**src/rtl/pixel_pkg.sv**
```systemverilog
// Shared types and defaults for the pixel pair aligner.
package pixel_pkg;

  localparam int PIX_W_DEF = 8;

  typedef enum logic [1:0] {
    ST_IDLE,
    ST_STREAM,
    ST_DONE
  } align_state_t;

endpackage

```
**src/rtl/pixel_fifo.sv**
```systemverilog
// Small per-stream pixel FIFO; dout always shows the head entry.
module pixel_fifo #(
  parameter int PIX_W = 8,
  parameter int DEPTH = 4
) (
  input  logic             clk,
  input  logic             rst_n,
  input  logic             push,
  input  logic             pop,
  input  logic [PIX_W-1:0] din,
  output logic [PIX_W-1:0] dout,
  output logic             empty,
  output logic             full
);

  localparam int AW = $clog2(DEPTH);

  logic [PIX_W-1:0] mem [DEPTH];
  logic [AW-1:0]    wr_ptr_q;
  logic [AW-1:0]    rd_ptr_q;
  logic [AW:0]      count_q;
  logic             do_push;
  logic             do_pop;

  // full/empty come from the registered count only, so ready never sees a same-cycle pop
  assign full    = (count_q == (AW+1)'(DEPTH));
  assign empty   = (count_q == '0);
  assign do_push = push && !full;
  assign do_pop  = pop && !empty;
  assign dout    = mem[rd_ptr_q];

  always_ff @(posedge clk) begin
    if (do_push) mem[wr_ptr_q] <= din;
  end

  always_ff @(posedge clk or negedge rst_n) begin
    if (!rst_n) begin
      wr_ptr_q <= '0;
      rd_ptr_q <= '0;
      count_q  <= '0;
    end else begin
      if (do_push) wr_ptr_q <= wr_ptr_q + 1'b1;
      if (do_pop)  rd_ptr_q <= rd_ptr_q + 1'b1;
      case ({do_push, do_pop})
        2'b10:   count_q <= count_q + 1'b1;
        2'b01:   count_q <= count_q - 1'b1;
        default: count_q <= count_q;
      endcase
    end
  end

endmodule

```
**src/rtl/pixel_pair_aligner.sv**
```systemverilog
// Pairs two pixel streams in arrival order and presents registered operand pairs with position flags.
// Optional PAIR_STATS_EN adds pair_cnt / stall_cnt outputs.
module pixel_pair_aligner
  import pixel_pkg::*;
#(
  parameter int PIX_W = PIX_W_DEF,
  parameter int DEPTH = 4,
  parameter int IMG_W = 256,
  parameter int IMG_H = 256
) (
  input  logic             clk,
  input  logic             rst_n,
  input  logic             start,
  input  logic             a_valid,
  input  logic [PIX_W-1:0] a_data,
  output logic             a_ready,
  input  logic             b_valid,
  input  logic [PIX_W-1:0] b_data,
  output logic             b_ready,
  output logic             op_valid,
  input  logic             op_ready,
  output logic [PIX_W-1:0] op_a,
  output logic [PIX_W-1:0] op_b,
  output logic             op_sol,
  output logic             op_eol,
  output logic             op_eof,
  output logic             frame_done
`ifdef PAIR_STATS_EN
  ,
  output logic [15:0]      pair_cnt,
  output logic [15:0]      stall_cnt
`endif
);

  localparam int COL_W = $clog2(IMG_W);
  localparam int ROW_W = (IMG_H > 1) ? $clog2(IMG_H) : 1;

  align_state_t     state_q, state_d;
  logic [COL_W-1:0] col_q;
  logic [ROW_W-1:0] row_q;
  logic [PIX_W-1:0] a_dout, b_dout;
  logic             a_empty, a_full, b_empty, b_full;
  logic             col_last, row_last;
  logic             accept, load;

  assign a_ready  = !a_full;
  assign b_ready  = !b_full;
  assign col_last = (col_q == COL_W'(IMG_W - 1));
  assign row_last = (row_q == ROW_W'(IMG_H - 1));
  assign accept   = op_valid && op_ready;
  // once the eof pair sits in the output register the frame is closed to further loads
  assign load     = (state_q == ST_STREAM) && !a_empty && !b_empty &&
                    (!op_valid || op_ready) && !(op_valid && op_eof);

  pixel_fifo #(.PIX_W(PIX_W), .DEPTH(DEPTH)) u_fifo_a (
    .clk(clk), .rst_n(rst_n), .push(a_valid), .pop(load),
    .din(a_data), .dout(a_dout), .empty(a_empty), .full(a_full)
  );

  pixel_fifo #(.PIX_W(PIX_W), .DEPTH(DEPTH)) u_fifo_b (
    .clk(clk), .rst_n(rst_n), .push(b_valid), .pop(load),
    .din(b_data), .dout(b_dout), .empty(b_empty), .full(b_full)
  );

  always_ff @(posedge clk or negedge rst_n) begin
    if (!rst_n) state_q <= ST_IDLE;
    else        state_q <= state_d;
  end

  always_comb begin
    state_d    = state_q;
    frame_done = 1'b0;
    case (state_q)
      ST_IDLE:   if (start) state_d = ST_STREAM;
      ST_STREAM: if (accept && op_eof) state_d = ST_DONE;
      ST_DONE: begin
        frame_done = 1'b1;
        state_d    = ST_IDLE;
      end
      default:   state_d = ST_IDLE;
    endcase
  end

  always_ff @(posedge clk or negedge rst_n) begin
    if (!rst_n) begin
      col_q    <= '0;
      row_q    <= '0;
      op_valid <= 1'b0;
      op_a     <= '0;
      op_b     <= '0;
      op_sol   <= 1'b0;
      op_eol   <= 1'b0;
      op_eof   <= 1'b0;
    end else if (load) begin
      op_valid <= 1'b1;
      op_a     <= a_dout;
      op_b     <= b_dout;
      op_sol   <= (col_q == '0);
      op_eol   <= col_last;
      op_eof   <= col_last && row_last;
      if (col_last) begin
        col_q <= '0;
        row_q <= row_last ? '0 : row_q + 1'b1;
      end else begin
        col_q <= col_q + 1'b1;
      end
    end else if (accept) begin
      op_valid <= 1'b0;
    end
  end

`ifdef PAIR_STATS_EN
  always_ff @(posedge clk or negedge rst_n) begin
    if (!rst_n) begin
      pair_cnt  <= '0;
      stall_cnt <= '0;
    end else if (state_q == ST_IDLE && start) begin
      pair_cnt  <= '0;
      stall_cnt <= '0;
    end else begin
      if (accept) pair_cnt <= pair_cnt + 1'b1;
      if (state_q == ST_STREAM && (a_empty ^ b_empty) && stall_cnt != 16'hFFFF)
        stall_cnt <= stall_cnt + 1'b1;
    end
  end
`endif

endmodule

```
**config.mk**
```make
export PLATFORM = sky130hd
export DESIGN_NAME = pixel_pair_aligner
export DESIGN_NICKNAME = d
export VERILOG_FILES = /design/src/rtl/pixel_pkg.sv /design/src/rtl/pixel_fifo.sv /design/src/rtl/pixel_pair_aligner.sv
export SDC_FILE = /design/constraint.sdc
export NUM_CORES = 1
export LEC_CHECK = 0
export CAP_MARGIN = 10
export CORE_ASPECT_RATIO = 0.7
export CORE_MARGIN = 3
export CORE_UTILIZATION = 57
export CTS_BUF_LIST = sky130_fd_sc_hd__clkbuf_8 sky130_fd_sc_hd__clkbuf_16
export DETAILED_ROUTE_END_ITERATION = 10
export PLACE_DENSITY = 0.78
export SLEW_MARGIN = 10
export SYNTH_ARGS = -nofsm -noshare
export SYNTH_HDL_FRONTEND = slang
export SYNTH_SLANG_ARGS = --single-unit
```
**constraint.sdc**
```tcl
create_clock -name clk -period 2.8 [get_ports clk]
set_input_delay 0.28 -clock clk [delete_from_list [all_inputs] [get_ports clk]]
set_output_delay 0.28 -clock clk [all_outputs]
set_load 0.05 [all_outputs]
```
==> Yosys cells after proc, flatten, opt, wreduce, memory -nomap -nowiden <==
Memory sizes are Yosys's and may differ from the RTL's. A register that Yosys moved wholly into a read port is not among the register bits.
Index checks and enable logic that the tools add are counted.
{ "op_classes": {"n_eq_ne": 12, "mux": 14, "add_sub_neg": 10, "n_reduce_logical": 30} }
{ "ops": {"columns": ["cell", "count"], "rows": [
  ["8-bit by 1-bit adder with 8-bit output, second input constant", 2],
  ["8-bit == test, second input constant", 2],
  ["8-bit two-way mux", 2],
  ["1-bit logical AND", 12],
  ["3-bit case mux with 2 select lines", 2],
  ["2-bit by 1-bit adder with 2-bit output, second input constant", 4],
  ["1-bit logical NOT", 8],
  ["8-bit logical NOT", 1],
  ["1-bit two-way mux", 7],
  ["3-bit by 1-bit adder with 3-bit output, second input constant", 2],
  ["2-bit by 1-bit == test with 1-bit output, second input constant", 3],
  ["2-bit == test, second input constant", 3],
  ["3-bit == test, second input constant", 2],
  ["3-bit logical NOT", 2],
  ["2-bit nonzero test", 3],
  ["3-bit by 1-bit subtractor with 3-bit output, second input constant", 2],
  ["2-bit two-way mux", 2],
  ["2-bit case mux with 2 select lines", 1],
  ["2-bit AND reduction", 2],
  ["2-bit logical NOT", 1],
  ["2-bit by 1-bit != test with 1-bit output, second input constant", 1],
  ["2-bit != test, second input constant", 1],
  ["1-bit logical OR", 1]
]} }
{ "totals": {"mem_bits_rw": 64, "mem_count": 2, "wordCells": 81, "regBits": 36, "output_inout_bits": 23} }
{ "memory_table": {"columns": ["memory", "depth", "word_bits", "read_ports", "rd_ports_with_merged_regs", "write_ports", "line_no", "text"], "rows": [
  ["u_fifo_a.mem", 4, 8, 1, 1, 1, "pixel_fifo.sv:18", "logic [PIX_W-1:0] mem [DEPTH];"],
  ["u_fifo_b.mem", 4, 8, 1, 1, 1, "pixel_fifo.sv:18", null]
]} }

==> Depth between registers and ports, before layout <==
{ "logic_depth": {"depth_word": 9, "depth_mapped": 11, "depth_no_buf": 10} }

==> Modules after synthesis <==
From an unflattened synthesis, not the netlist that was laid out.
{ "unflattened": {"hier_cells": 333, "area_unflattened_um2": 4848.4} }
{ "by_module_without_submodules": {"columns": ["module", "seq_area_each_um2", "n_inst", "cells_each", "area_each_um2"], "rows": [
  ["pixel_pair_aligner", 950.9, 1, 174, 1671.6],
  ["pixel_fifo (u_fifo_a)", 1136.1, 1, 79, 1592.8],
  ["pixel_fifo (u_fifo_b)", 1136.1, 1, 80, 1584.0]
]} }

==> Worst setup path after synthesis <==
Ideal clock, no wire load.
{ "synth_timing": {"path_type": "register -> register", "startpoint": "register op_eof", "endpoint": "register u_fifo_a.count_q[2]", "setup_time_ns": 0.079, "slack_ns": 0.187, "n_path_buf": 2, "stages_incl_launch_ff": 12, "arrival_ns": 2.534, "cell_sequence": "dfrtp_1 > nand2b_1 > a2111o_1 > buf_6 > clkbuf_1 > inv_1 > ha_1 > inv_1 > fa_1 > xor2_1 > nor2_1 > xor2_1"} }
{ "synth_via": {"elab_chain_len": 6} }
{ "synth_rtl": {"columns": ["element", "line_no", "text"], "rows": [
  ["start, declared", "pixel_pair_aligner.sv:26", "output logic op_eof,"],
  ["start signal, assigned", "pixel_pair_aligner.sv:100", "op_eof <= col_last && row_last;"],
  ["1-bit logical AND (*)", "pixel_pair_aligner.sv:53", "(!op_valid || op_ready) && !(op_valid && op_eof);"],
  ["1-bit logical NOT (*)", "pixel_pair_aligner.sv:53", null],
  ["1-bit logical AND (*)", "pixel_pair_aligner.sv:53", null],
  ["1-bit logical AND (*)", "pixel_fifo.sv:29", "assign do_pop = pop && !empty;"],
  ["via u_fifo_a.do_pop", "pixel_fifo.sv:23", "logic do_pop;"],
  ["2-bit by 1-bit == test with 1-bit output or 2-bit == test (tied branches)", "pixel_fifo.sv:44", "case ({do_push, do_pop})"],
  ["3-bit case mux with 2 select lines or 2-bit nonzero test (tied branches)", null, null],
  ["end signal, assigned", "pixel_fifo.sv:45", "2'b10: count_q <= count_q + 1'b1;"],
  ["end signal, assigned", "pixel_fifo.sv:46", "2'b01: count_q <= count_q - 1'b1;"],
  ["end signal, assigned", "pixel_fifo.sv:47", "default: count_q <= count_q;"],
  ["end, declared", "pixel_fifo.sv:21", "logic [AW:0] count_q;"]
]} }
The timed path passes the listed nets; every way through them passes the cells marked *.
A chain may end at the register's enable or synchronous reset.

==> Worst setup path after layout <==
{ "layout_timing": {"startpoint": "register u_fifo_a.count_q[0]", "endpoint": "output port a_ready"} }
{ "layout_via": {"elab_chain_len": 2} }
{ "layout_rtl": {"columns": ["element", "line_no", "text"], "rows": [
  ["3-bit == test", "pixel_fifo.sv:26", "assign full = (count_q == (AW+1)'(DEPTH));"],
  ["1-bit logical NOT", "pixel_pair_aligner.sv:46", "assign a_ready = !a_full;"],
  ["end, declared", "pixel_pair_aligner.sv:16", "output logic a_ready,"]
]} }
Every way passes these cells.

==> impl_metrics.py <==
metrics = {
    "clock_network": {
        "clk_latency_ns": 0.41,
        "clk_pin_slew_ns": 0.05,
        "cts-resized-gates": 0,
        "post-cts-setup-buffer-count": 0,
        "cts_buffer_depth": 2,
        "cts_tree": "done",
        "htree_levels": 4,
        "cts.sink_count": 116,
        "cts_buffers": 17,
        "root_buffer": "clkbuf_16",
    },
    "power": {
        "p_per_area_nw_per_um2": 1210,
        "ir_drop_uv": 738,
        "p_leak_nw": 2.40,
    },
    "floorplan": {
        "start_util_pct": 59.9,
        "die_w_um": 116,
        "die_h_um": 82.9,
        "core_um2": 8040,
        "num_rows": 27,
        "ioPinCount": 45,
        "die-area_um2": 9600,
    },
    "global_routing": {
        "grt_pass1_vias": 3084,
        "track_usage_pct": 21.6,
        "grt_pass1_wl_mm": 15.5,
        "antenna_found_initial": 0,
        "overflow": 0,
        "grt_start_max_net_pins": 40,
    },
    "run": {
        "drv_cap": 0,
    },
    "final_layout": {
        "final_nets": 420,
        "drive_above_1_share_pct": 13.9,
        "area_growth_syn_to_layout_pct": 23.2,
        "finalNonFillerCells": 497,
        "n_fill_cell": 532,
        "final_core_util_pct": 73.8,
        "antenna_cells": 0,
    },
    "logic_synthesis": {
        "synth_edf_count": 64,
        "synth_seq_area_share_pct": 66.9,
        "synth_top_cell_by_area": "edfxtp_1",
        "yosysUniqueCellTypes": 41,
        "synth_seq_cells": 116,
        "yosysTopAreaCellShare_pct": 39.9,
        "synth.avg_cell_area_um2": 14.6,
        "synthesis.area_um2": 4810,
        "yosysWarningCount": 0,
        "syn_nets": 366,
        "synthTopCellsByCount": "edfxtp_1, nand2_1, dfrtp_1, mux4_2",
        "synth-main-ff-cell": "edfxtp_1",
        "syn_inst": 329,
        "async_reset_ff_share_pct": 44.8,
        "synth_area_leaders": "edfxtp_1, dfrtp_1, mux4_2, nand2_1, ha_1",
        "yosysMostFrequentCell": "edfxtp_1",
    },
    "placement": {
        "io_buffers": 44,
        "routabilityCongestion": 0.763,
        "dp_slack_ns": 0.294,
        "dp_hpwl_mm": 5.85,
        "dp.cells": 464,
    },
    "drt": {
        "vias_per_cell": 5.61,
        "first_iter_violations": 233,
        "met3_wirelength_um": 487,
        "antenna_left": 0,
        "vias": 2789,
        "maxUsedRoutingLayer": "met4",
        "wl_met1_mm": 4.24,
        "wl_per_cell_um": 18.4,
        "drt-total-wl_mm": 9.14,
        "wl_met2_mm": 4.32,
        "drtPass1Iterations": 5,
        "drc": 0,
    },
    "sta": {
        "setup_viol": 0,
        "period_share_pct": 79.2,
        "fin_setup_tns_ns": 0,
        "timing.final.ws_setup_ns": 0.583,
        "slew_violations": 0,
        "min_period_ns": 2.22,
        "fmax_mhz": 451,
        "clock-skew-final_ns": 0.0176,
        "max_slew.worst_pin.slew_ns": 0.601,
        "hold_viol": 0,
        "maxSlewHeadroom_pct": 60.0,
        "rsz0062_at_grt": "false",
    },
    "worst_hold_path": {
        "hold_class": "input pin to async pin",
    },
    "critical_path": {
        "cp_max_fo": 6,
        "crit_path_end_kind": "primary output",
        "crit_arrival_ns": 1.94,
        "crit_type": "register to primary output",
        "cp_data_required_time_ns": 2.52,
        "cp-start-kind": "register",
    },
    "run_status": {
        "status": "complete, no violations",
    },
}
-- cell usage in the layout (no fill, tap or decap), drive strengths merged, types with 2 or more instances in the layout --
cell and count:
clkinvlp 2, nor2 5, mux2 4, clkdlybuf4s50 43, o21ai 10, clkinv 6
inv 18, dfrtp 52, mux4 16, mux2i 2, fa 2, buf 4
nand2 61, and4 4, xnor2 14, clkbuf 17, edfxtp 64, and2 2
o31ai 4, nand2b 2, nor3 5, and3 10, nand4 4, bufinv 4
xor2 4, nand3 11, ha 13
-- through the flow --
stage / instance area (µm²) / hold WS, ns / power [mW]
6_report: 5930 / 0.304 / 7.19
5_1_grt: 5930 / 0.317 / 7.63
4_1_cts: 5930 / 0.304 / 7.26
3_5_place_dp: 5320 / 0.192 / 5.02
3_3_place_gp: 5320 / 0.189 / 4.93
2_1_floorplan: 4810 / -0.0156 / 4.38
-- layout make-up --
class | instances | area [µm²] | area share [%]
clock inverter | 15 | 174 | 2.93
tap | 101 | 126 | 2.13
clock buffer | 17 | 425 | 7.17
timing repair buffer | 48 | 468 | 7.89
multi-input combinational | 185 | 1460 | 24.6
inverter | 15 | 57.6 | 0.970
sequential | 116 | 3220 | 54.3
-- critical path, cell delays in order (launching register included) --
cell             delay [ns]
dfrtp_1                0.39
inv_1                  0.09
nand3_1                0.20
clkdlybuf4s50_1        0.85
-- registers in the layout (all words and copies together) (netlist names), 2 cells and up --
name	count
op_a	8
row_q	8
u_fifo_b.rd_ptr_q	2
op_b	8
u_fifo_b.mem	32
u_fifo_a.count_q	3
u_fifo_a.mem	32
u_fifo_b.wr_ptr_q	2
u_fifo_a.wr_ptr_q	2
state_q	2
col_q	8
u_fifo_a.rd_ptr_q	2
u_fifo_b.count_q	3
-- worst paths after layout --
kind,to,start,depth (start not counted),slack [ns]
min reg2reg,state_q[0]$_DFFE_PN0P_,state_q[1]$_DFFE_PN0P_,1,0.44
min in group clk,state_q[0]$_DFFE_PN0P_,state_q[1]$_DFFE_PN0P_,1,0.44
max,a_ready,u_fifo_a.count_q[0]$_DFFE_PN0P_,3,0.58
min,op_eol$_DFFE_PN0N_,rst_n,2,0.30
max reg2reg,u_fifo_a.count_q[2]$_DFFE_PN0P_,state_q[1]$_DFFE_PN0P_,9,0.61
max in group asynchronous,u_fifo_a.count_q[1]$_DFFE_PN0P_,rst_n,3,1.69
-- layer usage --
metal  vias to the layer above  GRT usage, %
met5                         -             0
met4                         0          7.17
met3                         8          7.28
met2                        83          31.5
met1                      1404          30.7
li1                       1294             -
-- logic make-up (layout without fill, tap and decap cells) --
group | count (synthesis) | after routing | share of synthesized area, %
buf+inv | 28 | 95 | 2.81
xor+xnor | 18 | 18 | 3.27
compound gates | 22 | 22 | 3.40
fa+ha+maj | 15 | 15 | 4.21
simple gates | 108 | 108 | 10.5
flops | 116 | 116 | 66.9
mux | 22 | 22 | 8.84
-- power breakdown --
group          internal [mW]  total (mW)  switching [mW]
Clock                   1.46        2.17           0.710
Combinational          0.940        2.31            1.37
Sequential              2.31        2.71           0.395
-- repair_timing --
item | in CTS | in global routing
hold buffers | 1 | 0
hold endpoints to repair | 13 | 0
setup endpoints to repair | 0 | 0
Power figures use the tool's default switching activity.
